===== src/rtl/cpu_pkg.sv =====
// Shared types, encodings and helpers for the multicycle ARM-subset core.
package cpu_pkg;

  typedef enum logic [3:0] {
    StFetch, StDecode, StExec, StAluWb, StMemAdr,
    StMemRd, StMemWb, StMemWr, StBranch, StHalt
  } state_t;

  typedef enum logic [1:0] {AluAdd, AluSub, AluAnd, AluOrr} alu_op_t;

  localparam logic [1:0] OpDp  = 2'b00;
  localparam logic [1:0] OpMem = 2'b01;
  localparam logic [1:0] OpBr  = 2'b10;

  localparam logic [3:0] CmdAnd = 4'b0000;
  localparam logic [3:0] CmdSub = 4'b0010;
  localparam logic [3:0] CmdAdd = 4'b0100;
  localparam logic [3:0] CmdCmp = 4'b1010;
  localparam logic [3:0] CmdOrr = 4'b1100;

  localparam logic [3:0] CondAl = 4'b1110;
  localparam logic [3:0] CondNv = 4'b1111;

  localparam int unsigned FlagN = 3;
  localparam int unsigned FlagZ = 2;
  localparam int unsigned FlagC = 1;
  localparam int unsigned FlagV = 0;

  // NV is screened out as undefined before this is consulted.
  function automatic logic cond_pass(input logic [3:0] cond, input logic [3:0] nzcv);
    logic n, z, c, v;
    n = nzcv[FlagN];
    z = nzcv[FlagZ];
    c = nzcv[FlagC];
    v = nzcv[FlagV];
    case (cond)
      4'h0:    cond_pass = z;
      4'h1:    cond_pass = !z;
      4'h2:    cond_pass = c;
      4'h3:    cond_pass = !c;
      4'h4:    cond_pass = n;
      4'h5:    cond_pass = !n;
      4'h6:    cond_pass = v;
      4'h7:    cond_pass = !v;
      4'h8:    cond_pass = c && !z;
      4'h9:    cond_pass = !c || z;
      4'hA:    cond_pass = (n == v);
      4'hB:    cond_pass = (n != v);
      4'hC:    cond_pass = !z && (n == v);
      4'hD:    cond_pass = z || (n != v);
      default: cond_pass = 1'b1;
    endcase
  endfunction

endpackage


===== src/rtl/cpu_multicycle_if.sv =====
// Unified instruction/data memory port with a req/ready handshake.
interface cpu_multicycle_if #(
  parameter int unsigned ADDR_W = 16
) ();
  logic              mem_req;
  logic              mem_we;
  logic [ADDR_W-1:0] mem_addr;
  logic [31:0]       mem_wdata;
  logic [31:0]       mem_rdata;
  logic              mem_ready;

  modport master (
    output mem_req, mem_we, mem_addr, mem_wdata,
    input  mem_rdata, mem_ready
  );

  modport slave (
    input  mem_req, mem_we, mem_addr, mem_wdata,
    output mem_rdata, mem_ready
  );
endinterface


===== src/rtl/cpu_alu.sv =====
// 32-bit ALU: ADD/SUB/AND/ORR with NZCV; logical ops clear C and V.
module cpu_alu
  import cpu_pkg::*;
(
  input  logic [31:0] a,
  input  logic [31:0] b,
  input  alu_op_t     op,
  output logic [31:0] result,
  output logic [3:0]  nzcv
);
  logic        is_sub;
  logic        is_arith;
  logic [31:0] b_eff;
  logic [32:0] sum;

  always_comb begin
    is_sub   = (op == AluSub);
    is_arith = (op == AluAdd) || is_sub;
    b_eff    = is_sub ? ~b : b;
    sum      = {1'b0, a} + {1'b0, b_eff} + {32'h0, is_sub};
    result   = sum[31:0];
    case (op)
      AluAnd:  result = a & b;
      AluOrr:  result = a | b;
      default: result = sum[31:0];
    endcase
    nzcv[FlagN] = result[31];
    nzcv[FlagZ] = (result == 32'h0);
    nzcv[FlagC] = is_arith & sum[32];
    // Overflow: operands (after inversion for SUB) agree in sign but result differs.
    nzcv[FlagV] = is_arith & (a[31] == b_eff[31]) & (result[31] != a[31]);
  end
endmodule


===== src/rtl/cpu_multicycle.sv =====
// Multicycle ARM-subset core (DP, LDR/STR, B) on one stallable memory port.
module cpu_multicycle
  import cpu_pkg::*;
#(
  parameter int unsigned ADDR_W   = 16,
  parameter logic [31:0] RESET_PC = 32'h0
) (
  input  logic              clk,
  input  logic              rst,
  cpu_multicycle_if.master  mem,
  output logic [ADDR_W-1:0] pc,
  output logic [3:0]        flags,
  output logic              retire,
  output logic              halted
);
  state_t            state_q;
  logic [ADDR_W-1:0] pc_q;
  logic [3:0]        flags_q;
  logic              halted_q;
  logic [31:0]       instr_q, a_q, b_q, wd_q, res_q, data_q;
  logic [3:0]        nzcv_q;
  logic [31:0]       rf_q [15];

  logic [3:0]  cond, cmd, rn, rd;
  logic [1:0]  op;
  logic        imm_i, set_s, up, load, is_cmp, undef, pass, mem_done;
  logic [31:0] pc_plus8, rn_val, rd_val, rm_val, src2, br_off, alu_res;
  logic [3:0]  alu_nzcv;
  alu_op_t     alu_op;
  logic [ADDR_W-1:0] br_target;

  assign cond   = instr_q[31:28];
  assign op     = instr_q[27:26];
  assign imm_i  = instr_q[25];
  assign cmd    = instr_q[24:21];
  assign up     = instr_q[23];
  assign set_s  = instr_q[20];
  assign load   = instr_q[20];
  assign rn     = instr_q[19:16];
  assign rd     = instr_q[15:12];
  assign is_cmp = (cmd == CmdCmp);

  // pc_q already points past the instruction, so R15 = pc_q + 4.
  assign pc_plus8  = 32'(pc_q + ADDR_W'(4));
  assign rn_val    = (rn == 4'd15) ? pc_plus8 : rf_q[rn];
  assign rd_val    = (rd == 4'd15) ? pc_plus8 : rf_q[rd];
  assign rm_val    = (instr_q[3:0] == 4'd15) ? pc_plus8 : rf_q[instr_q[3:0]];
  assign src2      = imm_i ? {24'h0, instr_q[7:0]} : rm_val;
  assign br_off    = {{6{instr_q[23]}}, instr_q[23:0], 2'b00};
  assign br_target = ADDR_W'(pc_plus8 + br_off);
  assign pass      = cond_pass(cond, flags_q);
  assign mem_done  = mem.mem_req && mem.mem_ready;

  always_comb begin
    undef = 1'b0;
    case (op)
      OpDp: undef = !(cmd inside {CmdAnd, CmdSub, CmdAdd, CmdOrr, CmdCmp}) ||
                    (!imm_i && instr_q[11:4] != 8'h0) || (rd == 4'd15 && !is_cmp);
      OpMem: undef = instr_q[25] || !instr_q[24] || instr_q[22] || instr_q[21] ||
                     (load && rd == 4'd15);
      OpBr: undef = 1'b0;
      default: undef = 1'b1;
    endcase
    if (cond == CondNv) undef = 1'b1;
  end

  always_comb begin
    alu_op = AluAdd;
    if (state_q == StMemAdr) begin
      alu_op = up ? AluAdd : AluSub;
    end else begin
      case (cmd)
        CmdAnd:         alu_op = AluAnd;
        CmdOrr:         alu_op = AluOrr;
        CmdSub, CmdCmp: alu_op = AluSub;
        default:        alu_op = AluAdd;
      endcase
    end
  end

  cpu_alu u_alu (
    .a      (a_q),
    .b      (b_q),
    .op     (alu_op),
    .result (alu_res),
    .nzcv   (alu_nzcv)
  );

  always_ff @(posedge clk) begin
    if (rst) begin
      state_q  <= StFetch;
      pc_q     <= ADDR_W'(RESET_PC);
      flags_q  <= 4'h0;
      halted_q <= 1'b0;
      instr_q  <= 32'h0;
      a_q      <= 32'h0;
      b_q      <= 32'h0;
      wd_q     <= 32'h0;
      res_q    <= 32'h0;
      data_q   <= 32'h0;
      nzcv_q   <= 4'h0;
      for (int i = 0; i < 15; i++) rf_q[i] <= 32'h0;
    end else begin
      unique case (state_q)
        StFetch: if (mem_done) begin
          instr_q <= mem.mem_rdata;
          pc_q    <= pc_q + ADDR_W'(4);
          state_q <= StDecode;
        end
        StDecode: begin
          a_q  <= rn_val;
          b_q  <= (op == OpMem) ? {20'h0, instr_q[11:0]} : src2;
          wd_q <= rd_val;
          if (undef) begin
            state_q  <= StHalt;
            halted_q <= 1'b1;
          end else if (!pass)       state_q <= StFetch;
          else if (op == OpDp)      state_q <= StExec;
          else if (op == OpMem)     state_q <= StMemAdr;
          else                      state_q <= StBranch;
        end
        StExec: begin
          res_q   <= alu_res;
          nzcv_q  <= alu_nzcv;
          state_q <= StAluWb;
        end
        StAluWb: begin
          if (!is_cmp)         rf_q[rd] <= res_q;
          if (set_s || is_cmp) flags_q  <= nzcv_q;
          state_q <= StFetch;
        end
        StMemAdr: begin
          res_q   <= alu_res;
          state_q <= load ? StMemRd : StMemWr;
        end
        StMemRd: if (mem_done) begin
          data_q  <= mem.mem_rdata;
          state_q <= StMemWb;
        end
        StMemWb: begin
          rf_q[rd] <= data_q;
          state_q  <= StFetch;
        end
        StMemWr:  if (mem_done) state_q <= StFetch;
        StBranch: begin
          pc_q    <= br_target;
          state_q <= StFetch;
        end
        default: state_q <= StHalt;
      endcase
    end
  end

  // Bus outputs decode the registered state; reset forces the port idle at once.
  always_comb begin
    mem.mem_req   = 1'b0;
    mem.mem_we    = 1'b0;
    mem.mem_addr  = '0;
    mem.mem_wdata = 32'h0;
    if (!rst) begin
      case (state_q)
        StFetch: begin
          mem.mem_req  = 1'b1;
          mem.mem_addr = pc_q;
        end
        StMemRd: begin
          mem.mem_req  = 1'b1;
          mem.mem_addr = {res_q[ADDR_W-1:2], 2'b00};
        end
        StMemWr: begin
          mem.mem_req   = 1'b1;
          mem.mem_we    = 1'b1;
          mem.mem_addr  = {res_q[ADDR_W-1:2], 2'b00};
          mem.mem_wdata = wd_q;
        end
        default: ;
      endcase
    end
  end

  assign retire = !rst && ((state_q == StAluWb) || (state_q == StMemWb) ||
                           (state_q == StBranch) || (state_q == StMemWr && mem.mem_ready) ||
                           (state_q == StDecode && !undef && !pass));
  assign pc     = pc_q;
  assign flags  = flags_q;
  assign halted = halted_q;
endmodule


===== src/flat_wrapper.sv =====
// flat-port wrapper written by rule: the top's interface ports become plain ports
module cpu_multicycle_flat import cpu_pkg::*;
#(
  parameter int unsigned ADDR_W   = 16,
  parameter logic [31:0] RESET_PC = 32'h0
)
  (clk, rst, pc, flags, retire, halted, mem_mem_req, mem_mem_we, mem_mem_addr, mem_mem_wdata, mem_mem_rdata, mem_mem_ready);
  cpu_multicycle_if #(.ADDR_W(ADDR_W)) mem_i ();
  input  logic clk;
  input  logic rst;
  output logic [ADDR_W-1:0] pc;
  output logic [3:0] flags;
  output logic retire;
  output logic halted;
  output wire logic [$bits(mem_i.mem_req)-1:0] mem_mem_req;
  output wire logic [$bits(mem_i.mem_we)-1:0] mem_mem_we;
  output wire logic [$bits(mem_i.mem_addr)-1:0] mem_mem_addr;
  output wire logic [$bits(mem_i.mem_wdata)-1:0] mem_mem_wdata;
  input wire logic [$bits(mem_i.mem_rdata)-1:0] mem_mem_rdata;
  input wire logic [$bits(mem_i.mem_ready)-1:0] mem_mem_ready;
  assign mem_mem_req = mem_i.mem_req;
  assign mem_mem_we = mem_i.mem_we;
  assign mem_mem_addr = mem_i.mem_addr;
  assign mem_mem_wdata = mem_i.mem_wdata;
  assign mem_i.mem_rdata = mem_mem_rdata;
  assign mem_i.mem_ready = mem_mem_ready;
  cpu_multicycle #(.ADDR_W(ADDR_W), .RESET_PC(RESET_PC)) u_core (.clk(clk), .rst(rst), .mem(mem_i), .pc(pc), .flags(flags), .retire(retire), .halted(halted));
endmodule

===== config.mk =====
export PLATFORM = sky130hd
export DESIGN_NAME = cpu_multicycle_flat
export DESIGN_NICKNAME = d
export VERILOG_FILES = /design/src/rtl/cpu_pkg.sv /design/src/rtl/cpu_multicycle_if.sv /design/src/rtl/cpu_alu.sv /design/src/rtl/cpu_multicycle.sv /design/src/flat_wrapper.sv
export SDC_FILE = /design/constraint.sdc
export NUM_CORES = 2
export LEC_CHECK = 0
export CAP_MARGIN = 20
export CELL_PAD_IN_SITES_DETAIL_PLACEMENT = 0
export CELL_PAD_IN_SITES_GLOBAL_PLACEMENT = 1
export CORE_ASPECT_RATIO = 0.6
export CORE_MARGIN = 10
export CORE_UTILIZATION = 23
export CTS_CLUSTER_SIZE = 16
export DETAILED_ROUTE_END_ITERATION = 10
export PLACE_DENSITY = 0.45
export SYNTH_ARGS = -nofsm -noshare
export SYNTH_HDL_FRONTEND = slang
export SYNTH_HIERARCHICAL = 1
export SYNTH_SLANG_ARGS = --single-unit

===== constraint.sdc =====
create_clock -name clk -period 7.8 [get_ports clk]
set_input_delay 1.56 -clock clk [delete_from_list [all_inputs] [get_ports clk]]
set_output_delay 1.56 -clock clk [all_outputs]
set_load 0.005 [all_outputs]

### Word level (Yosys, flattened, before mapping)

Memories as Yosys holds them, arrays and structs flattened. A register that Yosys moved wholly into a read port is not among the register bits.
Index checks and enable logic that the tools add are counted.

* word-level logic and storage cells: 172
* memories: 1
* RAM bits: 480
* register bits: 221
* input port bits: 35
* output and inout bits: 72

* eq/ne operators: 41
* reductions and logical operators: 56
* bitwise gates (word level): 7
* add/subtract/negate cells: 5
* multiplexer cells: 51

Memory list
* u_core.rf_q: depth 15, bits a word 32, rd ports 3, clocked after memory_dff 3, write ports 15, RTL line cpu_multicycle.sv:22 `logic [31:0] rf_q [15];`

Operator list (count)
* $mux 32: 10
* $pmux 16 s2: 2
* $pmux 32 s2: 1
* $mux 4: 14
* $eq 4x4->1 const B: 13
* $eq 4x3->1 const B: 9
* $add 32x32->33: 1
* $add 33x1->33: 1
* $and 32x32->32: 1
* $logic_not 32->1: 1
* $mux 16: 2
* $not 32->32: 1
* $or 32x32->32: 1
* $reduce_or 32->1: 1
* $pmux 4 s7: 1
* $eq 4x2->1 const B: 5
* $add 16x3->17 const B: 1
* $add 16x16->16: 1
* $add 16x3->16 const B: 1
* $mux 1: 16
* $logic_or 1x1->1: 14
* $pmux 1 s14: 1
* $logic_not 4->1: 3
* $logic_not 1->1: 11
* other kinds (20): 48

### Logic depth before layout (Yosys ltp)

* depth in word-level cells: 12
* mapped depth: 27

### By module

The synthesis kept the hierarchy.

Modules (own cells, without submodules)
* cpu_multicycle: seq. area each 19999.2 sq um, cells an instance 3063, instances 1, area each 39814.4 sq um
* cpu_alu: seq. area each 0.0 sq um, cells an instance 488, instances 1, area each 3339.5 sq um

### Worst setup path before layout

OpenSTA, ideal clock, no wires.

* path kind: reg2reg
* from: register u_core.state_q[0]
* to: register u_core.nzcv_q[2]
* required time: 7.735 ns
* arrival: 5.513 ns
* stages on the path, launching flop included: 27
* setup slack: 2.222 ns
* library setup time: 0.065 ns
* path buffers: 7
* cells stage by stage: dfxtp_1 -> buf_2 -> or2_2 -> buf_2 -> nor2_1 -> nor2_1 -> a31oi_1 -> o32ai_1 -> buf_6 -> buf_2 -> clkbuf_1 -> clkbuf_1 -> nand2_1 -> buf_1 -> xnor2_1 -> ha_1 -> nor2b_4 -> o31a_4 -> nor3_2 -> o31ai_1 -> or4_1 -> nor4_2 -> nand4b_1 -> or4_1 -> nor4_2 -> mux2i_1 -> nor2_1

* longest elaborated chain between the ends: 8

Ends and longest elaborated chain
* start: declaration: RTL line cpu_multicycle.sv:16 `state_t state_q;`
* start signal: assignment: RTL line cpu_multicycle.sv:91 `state_q <= StFetch;`
* start signal: assignment: RTL line cpu_multicycle.sv:108 `state_q <= StDecode;`
* start signal: assignment: RTL line cpu_multicycle.sv:115 `state_q <= StHalt;`
* $eq 4x3->1 (*): RTL line cpu_multicycle.sv:69 `if (state_q == StMemAdr) begin`
* $mux 2 (*): RTL line cpu_multicycle.sv:69
* via u_core.alu_op[0]: RTL line cpu_multicycle.sv:29 `alu_op_t alu_op;`
* $eq 2x1->1: RTL line cpu_alu.sv:17 `is_sub = (op == AluSub);`
* $mux 32: RTL line cpu_alu.sv:19 `b_eff = is_sub ? ~b : b;`
* $add 32x32->33: RTL line cpu_alu.sv:20 `sum = {1'b0, a} + {1'b0, b_eff} + {32'h0, is_sub};`
* $add 33x1->33: RTL line cpu_alu.sv:20
* $pmux 32 s2 (*): RTL line cpu_alu.sv:22 `case (op)`
* via u_core.alu_res[6]: RTL line cpu_multicycle.sv:27 `logic [31:0] pc_plus8, rn_val, rd_val, rm_val, src2, br_off, alu_res;`
* $logic_not 32->1 (*): RTL line cpu_alu.sv:28 `nzcv[FlagZ] = (result == 32'h0);`
* via u_core.alu_nzcv[2]: RTL line cpu_multicycle.sv:28 `logic [3:0] alu_nzcv;`
* end signal: assignment: RTL line cpu_multicycle.sv:124 `nzcv_q <= alu_nzcv;`
* end: declaration: RTL line cpu_multicycle.sv:21 `logic [3:0] nzcv_q;`

Mark *: on every way through the listed nets, which the timed path passes. The rest lies on a longest branch.
A chain may end at the register's enable or synchronous reset.

### Worst setup path in the final report

Same ends and word-level chain as after synthesis.

==> results.ini <==
[clock_network]
max-clock-path-buffers = 3
cts_setup_buffers = 0
cts_tree = done
cts_resized = 0
cts_buffers = 80
cts.sinks = 743
clockRootBuffer = clkbuf_16
cts.htree.levels = 3
worstSkewPairLatency_ns = 0.68
cts_hold_buf = 0
path_clk_slew_ns = 0.07

[routing]
first_iter_violations = 3545
ant_nets = 0
drt_wl_total_um = 191000
drc = 0
first_pass_iters = 7
avgViaCountPerCell = 5.25
wl_per_cell_um = 31.2
via_count = 32100

[global_route]
track_usage = 0.180
grt_pass1_wl_um = 264000
grt-ovfl-total = 0
antenna_found_initial = 3
grt_max_degree = 81
grt_pass1_vias = 30900

[sta]
tns_ns = 0
drv_slew = 0
timing.final.crit_share = 0.822
setup_viol = 0
holdWs_ns = 0.452
fin_crit_ns = 6.41
slew_headroom = 0.236
rsz0062_at_grt = false
hold_violations = 0
fin_skew_ns = 0.0283
fin_ws_ns = 1.39
worst_pin_slew_ns = 1.12
timing.fmax_ghz = 0.156

[final_layout]
final_layout_size_suffix_gt1_frac = 0.237
mostFrequentLayoutCells = nor2_1, edfxtp_1, mux4_2, nand2_1, dfxtp_1
final_common_cell = nor2_1
postLayoutCellArea_um2 = 50000
nNetsFinal = 3632
syn2layout_area_growth_pct = 15.8
finalCoreUtilization = 0.267
fin_cells = 6116

[synthesis]
synth_seq_cells = 743
synth_area_leaders = edfxtp_1, mux4_2, dfxtp_1
synth_area_leader_cell = edfxtp_1
avgSynthCellArea_um2 = 12.2
yosysWarnings = 6
netlist_instances = 3551
synth-edff-count = 512
yosysTopAreaCellShare = 0.356
synth_flop_cell = edfxtp_1
synthArstFlopShare = 0
ys_types = 94
syn-cell-area_um2 = 43200
ys_seq_area_frac = 0.463

[placement]
dp_slack_ns = 1.45
dpl-instance-area_um2 = 47200
place_hpwl_um = 124000
port_buffers = 102
place_inst = 5960
place_congestion = 0.839

[worst_setup_path]
cp_slowest_cell = nand2_2
end_kind = flop
arrival_ns = 7.02
cp_num_buf_inv = 2
crit_path_end = u_core/nzcv_q[2]
crit_cells = 19
path_max_fanout = 28
cpLargestDelayFamily = simple AND/OR/NAND/NOR gates
startpoint_type = flop
r2r-start = u_core/state_q[0]
rrSetupSlack_ns = 1.39
r2r-end = u_core/nzcv_q[2]
crit_required_ns = 8.41
path_cells = or2_2 -> nor2_1 -> nor4_2 -> inv_2 -> nand2_2 -> buf_4 -> xnor2_1 -> ha_1 -> nand4_1 -> nor3_1 -> o211ai_1 -> a21oi_1 -> nor3_1 -> nor4_1 -> nand4b_1 -> or4_1 -> nor4_2 -> mux2i_1 -> nor2_1
worstSetupPathType = reg -> reg
rr_worst_depth = 19
cp_slowest_stage_delay_ns = 0.63
crit_path_start = u_core/state_q[0]

[floorplan]
core_area_um2 = 187000
die_h_um = 356
fp.dieArea_um2 = 206000
die_x_um = 579
io_pins = 107
placementRows = 123
start_util = 0.231

[power_and_ir_drop]
swShare = 0.313
cellLeakagePower_nw = 15.7
p_switching_mw = 3.43
max-vdd-ir-drop_v = 0.000146
clockPowerShare = 0.371
internal_power_mw = 7.56
pwr-share-seq = 0.431
p_comb_frac = 0.198
p_total_mw = 11.0
p_per_area_nw_per_um2 = 220

[flow_run]
max_cap_violations = 0

[outcome]
run_status = completed

[worst_hold_path]
hold_path.class = reg -> reg

==> area by class of cell <==
cell class | instances | area (um^2)
Antenna cell | 2 | 5.00
Sequential cell | 743 | 20000
Clock inverter | 36 | 377
Clock buffer | 114 | 2300
Timing Repair Buffer | 229 | 2190
Fill cell | 19400 | 137000
Inverter | 60 | 225
Tap cell | 2500 | 3130
Multi-Input combinational cell | 2432 | 21700
==> cell usage after synthesis, types with 8 or more instances <==
master	instances
nor2_1	678
xor2_1	20
mux2i_1	33
nor4_1	8
nand2_1	321
nor3_1	35
ha_1	49
buf_4	13
a221o_1	10
xnor2_1	54
nand3_1	32
inv_2	9
o31ai_1	10
a2111oi_0	9
and4_1	8
a211oi_1	50
o21ai_0	46
mux2i_2	30
nand2b_1	22
nor2b_1	23
maj3_1	23
o211ai_1	15
a22oi_1	69
o21a_1	10
edfxtp_1	512
buf_1	25
a21o_1	21
buf_2	114
a31oi_1	8
a21oi_1	179
a311oi_1	17
and2_1	38
mux4_2	464
inv_1	51
nand4_1	16
dfxtp_1	231
clkbuf_1	165
==> cells by family after synthesis <==
| group | synth area share |
|---|---|
| simple gates | 0.122 |
| flops | 0.463 |
| mux | 0.261 |
| compound gates | 0.0800 |
| buf+inv | 0.0376 |
| fa+ha+maj | 0.0213 |
| xor+xnor | 0.0150 |
| other cells | 0.0000869 |
==> flip-flops by register name, indices dropped and copies added, names as in the netlist, named ones only <==
signal,flops
u_core/rf_q,512
u_core/a_q,32
u_core/b_q,32
u_core/data_q,32
u_core/instr_q,32
u_core/res_q,32
u_core/wd_q,32
u_core/pc,14
u_core/flags,4
u_core/nzcv_q,4
u_core/state_q,4
u_core/halted,1
==> worst min-delay path by stage <==
stage          depth (start not counted)             from  slack [ns]               to
2_1_floorplan                          2  u_core/res_q[1]        0.43  u_core/res_q[1]
3_3_place_gp                           2  u_core/res_q[0]        0.44  u_core/res_q[0]
3_5_place_dp                           2  u_core/res_q[0]        0.44  u_core/res_q[0]
4_1_cts                                2  u_core/res_q[0]        0.45  u_core/res_q[0]
5_1_grt                                2  u_core/res_q[0]        0.48  u_core/res_q[0]
6_report                               2  u_core/res_q[0]        0.45  u_core/res_q[0]
==> power by group through the flow <==
stage / Clock (mW) / Combinational [mW] / Sequential [mW]
3_5_place_dp: 0 / 2.16 / 4.81
3_3_place_gp: 0 / 2.17 / 4.81
4_1_cts: 4.16 / 2.17 / 4.72
2_1_floorplan: 0 / 1.47 / 4.61
6_report: 4.08 / 2.18 / 4.73
5_1_grt: 4.33 / 2.32 / 4.75
==> worst min-delay path, stage by stage (launching register included) <==
cell	delay (ns)
dfxtp_1	0.31
nand2_1	0.05
a21oi_1	0.05
==> metal layers <==
| metal | part of all wire | wire, um | GRT usage |
|---|---|---|---|
| met3 | 0.071 | 13600 | 0.0361 |
| met2 | 0.41 | 79100 | 0.255 |
| met1 | 0.50 | 96100 | 0.286 |
| met4 | 0.012 | 2350 | 0.0224 |
| met5 | 0 | 0 | 0 |
Note: power is estimated with default switching activity, not from simulation.
